==> src/rtl/alu_share_arb.sv <==
// Round-robin arbiter sharing one external combinational ALU between two requesters.
// Operands are registered toward the ALU; the result returns on a tagged valid/ready channel.
module alu_share_arb #(
    parameter int W  = 32,
    parameter int GW = 4
) (
    input  logic          clk,
    input  logic          reset,
    input  logic          req0_valid,
    output logic          req0_ready,
    input  logic [W-1:0]  req0_a,
    input  logic [W-1:0]  req0_b,
    input  logic [GW-1:0] req0_gin,
    input  logic          req1_valid,
    output logic          req1_ready,
    input  logic [W-1:0]  req1_a,
    input  logic [W-1:0]  req1_b,
    input  logic [GW-1:0] req1_gin,
    output logic [W-1:0]  alu_a,
    output logic [W-1:0]  alu_b,
    output logic [GW-1:0] alu_gin,
    input  logic [W-1:0]  alu_sum,
    input  logic          alu_zout,
    output logic          rsp_valid,
    input  logic          rsp_ready,
    output logic          rsp_id,
    output logic [W-1:0]  rsp_sum,
    output logic          rsp_zero,
    output logic          rsp_err,
    output logic          busy
);

    localparam logic [1:0] S_IDLE = 2'd0;
    localparam logic [1:0] S_EXEC = 2'd1;
    localparam logic [1:0] S_RESP = 2'd2;

    // Handshakes: a transfer happens on the rising edge where valid && ready.
    // reqN_ready is combinational and high only in IDLE for the granted requester;
    // rsp_* are held stable while rsp_valid && !rsp_ready.

    logic [1:0]    state_q, state_d;
    logic          last_grant_q, last_grant_d;
    logic          cur_id_q, cur_id_d;
    logic          illegal_q, illegal_d;
    logic [W-1:0]  alu_a_q, alu_a_d;
    logic [W-1:0]  alu_b_q, alu_b_d;
    logic [GW-1:0] alu_gin_q, alu_gin_d;
    logic          rsp_valid_q, rsp_valid_d;
    logic          rsp_id_q, rsp_id_d;
    logic [W-1:0]  rsp_sum_q, rsp_sum_d;
    logic          rsp_zero_q, rsp_zero_d;
    logic          rsp_err_q, rsp_err_d;

    logic          grant1;
    logic          accept;
    logic [W-1:0]  sel_a, sel_b;
    logic [GW-1:0] sel_gin;

    function automatic logic gin_legal(input logic [GW-1:0] g);
        logic ok;
        ok = 1'b0;
        case (g)
            GW'(4'b0000), GW'(4'b0001), GW'(4'b0010), GW'(4'b0110), GW'(4'b0111),
            GW'(4'b1000), GW'(4'b1001), GW'(4'b1010), GW'(4'b1111): ok = 1'b1;
            default: ok = 1'b0;
        endcase
        return ok;
    endfunction

    // Requester 1 wins when alone, or on a tie when requester 0 was granted last.
    always_comb begin
        grant1     = req1_valid && (!req0_valid || !last_grant_q);
        req0_ready = (state_q == S_IDLE) && req0_valid && !grant1;
        req1_ready = (state_q == S_IDLE) && grant1;
        accept     = req0_ready || req1_ready;
        sel_a      = grant1 ? req1_a   : req0_a;
        sel_b      = grant1 ? req1_b   : req0_b;
        sel_gin    = grant1 ? req1_gin : req0_gin;
    end

    always_comb begin
        state_d      = state_q;
        last_grant_d = last_grant_q;
        cur_id_d     = cur_id_q;
        illegal_d    = illegal_q;
        alu_a_d      = alu_a_q;
        alu_b_d      = alu_b_q;
        alu_gin_d    = alu_gin_q;
        rsp_valid_d  = rsp_valid_q;
        rsp_id_d     = rsp_id_q;
        rsp_sum_d    = rsp_sum_q;
        rsp_zero_d   = rsp_zero_q;
        rsp_err_d    = rsp_err_q;
        case (state_q)
            S_IDLE: begin
                if (accept) begin
                    alu_a_d      = sel_a;
                    alu_b_d      = sel_b;
                    alu_gin_d    = sel_gin;
                    cur_id_d     = grant1;
                    last_grant_d = grant1;
                    illegal_d    = !gin_legal(sel_gin);
                    state_d      = S_EXEC;
                end
            end
            S_EXEC: begin
                rsp_sum_d   = illegal_q ? '0 : alu_sum;
                rsp_zero_d  = illegal_q ? 1'b0 : alu_zout;
                rsp_err_d   = illegal_q;
                rsp_id_d    = cur_id_q;
                rsp_valid_d = 1'b1;
                state_d     = S_RESP;
            end
            S_RESP: begin
                if (rsp_ready) begin
                    rsp_valid_d = 1'b0;
                    state_d     = S_IDLE;
                end
            end
            default: state_d = S_IDLE;
        endcase
    end

    always_ff @(posedge clk) begin
        if (reset) begin
            state_q      <= S_IDLE;
            last_grant_q <= 1'b1;
            cur_id_q     <= 1'b0;
            illegal_q    <= 1'b0;
            alu_a_q      <= '0;
            alu_b_q      <= '0;
            alu_gin_q    <= '0;
            rsp_valid_q  <= 1'b0;
            rsp_id_q     <= 1'b0;
            rsp_sum_q    <= '0;
            rsp_zero_q   <= 1'b0;
            rsp_err_q    <= 1'b0;
        end else begin
            state_q      <= state_d;
            last_grant_q <= last_grant_d;
            cur_id_q     <= cur_id_d;
            illegal_q    <= illegal_d;
            alu_a_q      <= alu_a_d;
            alu_b_q      <= alu_b_d;
            alu_gin_q    <= alu_gin_d;
            rsp_valid_q  <= rsp_valid_d;
            rsp_id_q     <= rsp_id_d;
            rsp_sum_q    <= rsp_sum_d;
            rsp_zero_q   <= rsp_zero_d;
            rsp_err_q    <= rsp_err_d;
        end
    end

    assign alu_a     = alu_a_q;
    assign alu_b     = alu_b_q;
    assign alu_gin   = alu_gin_q;
    assign rsp_valid = rsp_valid_q;
    assign rsp_id    = rsp_id_q;
    assign rsp_sum   = rsp_sum_q;
    assign rsp_zero  = rsp_zero_q;
    assign rsp_err   = rsp_err_q;
    assign busy      = (state_q != S_IDLE);

endmodule

==> config.mk <==
export PLATFORM = sky130hd
export DESIGN_NAME = alu_share_arb
export DESIGN_NICKNAME = d
export VERILOG_FILES = /design/src/rtl/alu_share_arb.sv
export SDC_FILE = /design/constraint.sdc
export NUM_CORES = 1
export LEC_CHECK = 0
export ABC_AREA = 1
export CAP_MARGIN = 20
export CELL_PAD_IN_SITES_DETAIL_PLACEMENT = 0
export CELL_PAD_IN_SITES_GLOBAL_PLACEMENT = 2
export CORE_ASPECT_RATIO = 1.2
export CORE_UTILIZATION = 19
export CTS_BUF_LIST = sky130_fd_sc_hd__clkbuf_2
export DETAILED_ROUTE_END_ITERATION = 6
export PLACE_DENSITY_LB_ADDON = 0.1
export SYNTH_ARGS = -nofsm -noshare
export SYNTH_HDL_FRONTEND = slang
export SYNTH_SLANG_ARGS = --single-unit
==> constraint.sdc <==
create_clock -name clk -period 1.8 [get_ports clk]
set_input_delay 0.45 -clock clk [delete_from_list [all_inputs] [get_ports clk]]
set_output_delay 0.45 -clock clk [all_outputs]
set_load 0.005 [all_outputs]
Word level (Yosys, flattened, before mapping). Memory sizes are Yosys's and may differ from the RTL's. Cells that the tools add are included.

Reduce and logical (&&, ||, !) cells: 16. Muxes and demuxes: 12. Eq/ne operators: 4.

Operators by type and width (number): $mux 32 (3); $pmux 2 s3 (1); $reduce_and 2->1 (3); $logic_and 1x1->1 (4); $logic_not 1->1 (4); $mux 1 (4); $mux 2 (2); $mux 4 (1); $ne 2x2->1 const B (2); $reduce_bool 2->1 (2); $eq 2x1->1 const B (1); $eq 2x2->1 const B (1); $logic_not 2->1 (1); $logic_or 1x1->1 (2); $pmux 1 s2 (1).

Output and inout bits: 107. Bits of input ports: 174. Flip-flop bits (word level): 109. Memories kept: 1. Bits in read-only memories: 16. Word-level logic and storage cells: 45.

Memories: (name not given) (depth 16, bits a word 1, rd ports 1, clocked after memory_dff 0, wr ports 0, line 62) `case (g)`.

Logic depth before layout (Yosys ltp).
Word-level depth: 9. Gate-level depth with buffers: 9. Gate-level depth less buffers: 8.

Worst setup path after synthesis. Ideal clock, no wire load.

Path type: in2out. Start point: input port req1_valid. End point: output port req0_ready. Stages on the path: 3. Setup slack: 0.326 ns. Arrival: 1.024 ns. Path buffers: 2. Path through: buf_2 > clkbuf_1 > a21oi_1.

Longest elaborated chain between the ends: 3.

RTL lines: start, declared (line 14) `input logic req1_valid,`; $logic_and 1x1->1 (line 72) `grant1 = req1_valid && (!req0_valid || !last_grant_q);`; $logic_not 1->1 (line 73) `req0_ready = (state_q == S_IDLE) && req0_valid && !grant1;`; $logic_and 1x1->1 (line 73); end, declared (line 10) `output logic req0_ready,`.

No other way between the ends.

Worst setup path in the final report.
Start point: register state_q[1]. End point: output port req1_ready.

Longest elaborated chain between the ends: 2.

RTL lines: start, declared (line 41) `logic [1:0] state_q, state_d;`; start signal, assigned (line 139) `state_q <= state_d;`; $logic_not 2->1 (line 74) `req1_ready = (state_q == S_IDLE) && grant1;`; $logic_and 1x1->1 (line 74); end, declared (line 15) `output logic req1_ready,`.

No other way between the ends.

==> reports/results.env <==
STATUS='finished, violations left'
FAILED_CHECKS='setup timing'
SYNTH_EDF_COUNT=0
WORST_SETUP_PATH_START_KIND='register'
ROUTED_VIA_DENSITY=4.11
POST_SYNTH_FA_HA_MAJ_AREA_FRACTION_PCT=0
DESIGN.DIE.AREA_UM2=25000
GRT_ANTENNA_BEFORE_REPAIR=2
FP.DIEH_UM=173
MAX_FREQ_MHz=535
DESIGN.CORE.AREA_UM2=23900
NUMBER_OF_GLOBAL_ROUTE_VIAS_BEFORE_REPAIR=5213
XOR_AND_XNOR_AREA_SHARE_AFTER_SYNTHESIS_PCT=0
CLOCK_TREE_FROM_TRITONCTS='built'
CLOCKBUFFERDEPTH=2
COMBINATIONAL_FAMILY_WITH_THE_MOST_AREA_AFTER_SYNTHESIS='simple AND/OR/NAND/NOR gates'
DRT_ITER0_MARKERS=199
CLOCK_SINK_COUNT=109
TIMING_WORST_SLEW_PIN_VALUE_NS=0.380
SYNTH.YOSYS.SEQ_AREA_SHARE_PCT=47.1
SYNTHMUXAREASHARE_PCT=0
CAP_VIOL_MAX_COUNT=0
ROUTABILITYCONGESTION=0.754
FINALSETUPVIOLATIONS=2
CTS-ROOT-BUF='sky130_fd_sc_hd__clkbuf_2'
WORST_IR_DROP_VDD_mV=0.297
INITIAL_CORE_UTIL_PCT=19.4
HOLD_WS_NS=0.212
HOLD_VIOL_FINAL=0
BOUNDARYPINS=281
NUM_ROWS=62
GRT_USAGE_PCT=14.4
GRT_FIRST_PASS_WIRELENGTH_UM=27700
LARGEST_NET_DEGREE_AT_THE_START_OF_GLOBAL_ROUTING=63
TIMING.SLEW.HEADROOM_PCT=74.7
CRITPATHARRIVALTIME_NS=1.42
LEAKAGE_nW=3.82
LAYOUT-DRIVE-GT1-SHARE_PCT=25.3
NETLIST_INSTANCES=676
POWER.TOTAL_W=0.00559
CTS_MAX_LEVEL=3
MOSTFREQUENTLAYOUTCELLS='350 x sky130_fd_sc_hd__nand2_1, 172 x sky130_fd_sc_hd__clkdlybuf4s50_1, 107 x sky130_fd_sc_hd__dfxtp_2'
ROUTE.DETAILED.DRC=0
FINAL_COUNT_OF_PINS_VIOLATING_MAX_SLEW=0
AVGROUTEDWIREPERCELL_UM=14.0
CLOCK_INSERTION_DELAY_WORST_SKEW_NS=0.61
LAYOUT.CELLS.MOST_COMMON='sky130_fd_sc_hd__nand2_1'
SYNTH_COMPOUND_GATE_AREA_SHARE_PCT=6.46
CRITPATHMAXFANOUT=4
TIMING.FINAL.WS_SETUP_NS=-0.0692
MIN_PATH_TYPE='input port to register'
AREA_DELTA_SYNTH_FINAL_PCT=71.1
DRT-TOTAL-WL_UM=18000
POST-ROUTE-MIN-PERIOD_NS=1.87
SYN-MEAN-INSTANCE-AREA_UM2=6.85
NETLIST_AREA_UM2=4630
ELEMENT_TYPE_AT_THE_CRITICAL_PATH_END='output pin'
TIMING.CRITICAL_PATH.REQUIRED_NS=1.35
DETAIL-ROUTE-ANTENNA-NETS=0
FINAL_NETS=1133
GRT_OVERFLOW_TOTAL=0
DP.FINAL_HPWL_UM=13200
CTS_HOLD_BUF=0
TIMING.FINAL.CRIT_SHARE_PCT=104
DRTPASS1ITERATIONS=4
YOSYSUNIQUECELLTYPES=22
DIEWIDTH_UM=145
CTS-BUFFERS-INSERTED=9
ROUTE.VIAS.TOTAL=5275
MAPPEDNETLISTNETS=850
YS_SEQ_ELEMENTS=109
WORST_SETUP_HOLD_PATH_CLK_SLEW_NS=0.33
SYNTH-ASYNC-RESET-RATIO_PCT=0
PWR_DENSITY_CELL_nW_PER_UM2=705
SYNTHESIS.YOSYS.WARNINGS=0
GRT_SETUP_UNREPAIRED='true'
IO_BUFFER_COUNT=280
FINAL.SETUP_SKEW_NS=0.0366
SYNTH-SIMPLE-AREA-SHARE_PCT=40.8
SYNTH_TOP_FLOP_CELL='sky130_fd_sc_hd__dfxtp_1'
CRITICALPATHCATEGORY='register to output pin'
cell usage after synthesis, drive strengths merged, types with 2 or more instances:
cell type / number / share of area [%]
a21oi: 4 / 0.51
a22oi: 33 / 5.3
buf: 25 / 3.1
clkbuf: 21 / 1.7
dfxtp: 109 / 47
inv: 10 / 0.81
nand2: 353 / 29
nand3: 71 / 7.8
nand3b: 2 / 0.32
nor2: 41 / 3.4
o21ai: 4 / 0.43
power breakdown:
part	total (W)	leakage [nW]	switching, W	internal (W)
clock	0.00120	0.0745	0.000964	0.000238
sequential	0.00280	0.936	0.000115	0.00269
combinational	0.00158	2.81	0.000743	0.000836
total	0.00559	3.82	0.00182	0.00376
through the flow:
| step | setup TNS [ns] | std cells | worst slack [ns] | utilization [%] | area [um2] |
|---|---|---|---|---|---|
| floorplan | 0 | 676 | 0.326 | - | 4630 |
| CTS | -0.337 | 1277 | -0.190 | 34.2 | 8170 |
| detailed placement | -19.30 | 1251 | -0.394 | 32.9 | 7850 |
| global route | -0.555 | 1285 | -0.217 | 33.2 | 7920 |
| finish | -0.136 | 1285 | -0.0692 | 33.2 | 7920 |
| global placement | -18.24 | 1251 | -0.398 | 32.9 | 7850 |
logic make-up (layout without fill, tap and decap cells):
family,count (synthesis),after routing
DFF,109,109
buffers and inverters,56,344
AOI/OAI and AO/OA,42,42
and+or+nand+nor,469,469
other,0,1
what timing repair did:
| action | in CTS | in global routing |
|---|---|---|
| gates resized for setup | 341 | 69 |
| pin swaps | 0 | 1 |
| buffers inserted | 10 | 7 |
| endpoints found under the setup margin | 107 | 71 |
| gates cloned | 0 | 0 |
critical path: stages, from the launching register on:
cell,delay [ns]
sky130_fd_sc_hd__dfxtp_2,0.40
sky130_fd_sc_hd__inv_4,0.07
sky130_fd_sc_hd__buf_6,0.10
sky130_fd_sc_hd__nand4_4,0.09
sky130_fd_sc_hd__inv_2,0.07
sky130_fd_sc_hd__buf_6,0.08
sequential cells by signal, summed over array words and instances, names as in the netlist, 2 cells and up:
register	cells
state_q	2
rsp_sum	32
alu_a	32
alu_gin	4
alu_b	32
per-layer routing:
metal / part of all wire [%] / vias to the layer above / GRT usage [%]
li1: - / 2705 / -
met1: 41 / 2377 / 16.6
met2: 49 / 173 / 24.7
met3: 7.6 / 20 / 4.21
met4: 2.3 / 0 / 5.44
met5: 0 / - / 0
path summary, 6_finish.rpt:
path	cells after the start	startpoint	endpoint	slack (ns)
worst min-delay path	5	req1_valid	alu_b[26]$_SDFFE_PP0P_	0.21
worst min register to register	2	alu_b[19]$_SDFFE_PP0P_	alu_b[19]$_SDFFE_PP0P_	0.46
worst max register to register	10	state_q[0]$_SDFFE_PP0P_	alu_a[26]$_SDFFE_PP0P_	0.16
worst max-delay path	5	state_q[1]$_SDFFE_PP0P_	req1_ready	-0.07
final cells by class:
| cell class | count | area, um2 |
|---|---|---|
| Antenna cell | 1 | 2.50 |
| Clock buffer | 9 | 45.0 |
| Clock inverter | 7 | 78.8 |
| Fill cell | 2650 | 16000 |
| Inverter | 10 | 42.5 |
| Multi-Input combinational cell | 511 | 2210 |
| Sequential cell | 109 | 2320 |
| Tap cell | 320 | 400 |
| Timing Repair Buffer | 318 | 2820 |
Power figures use the tool's default switching activity.
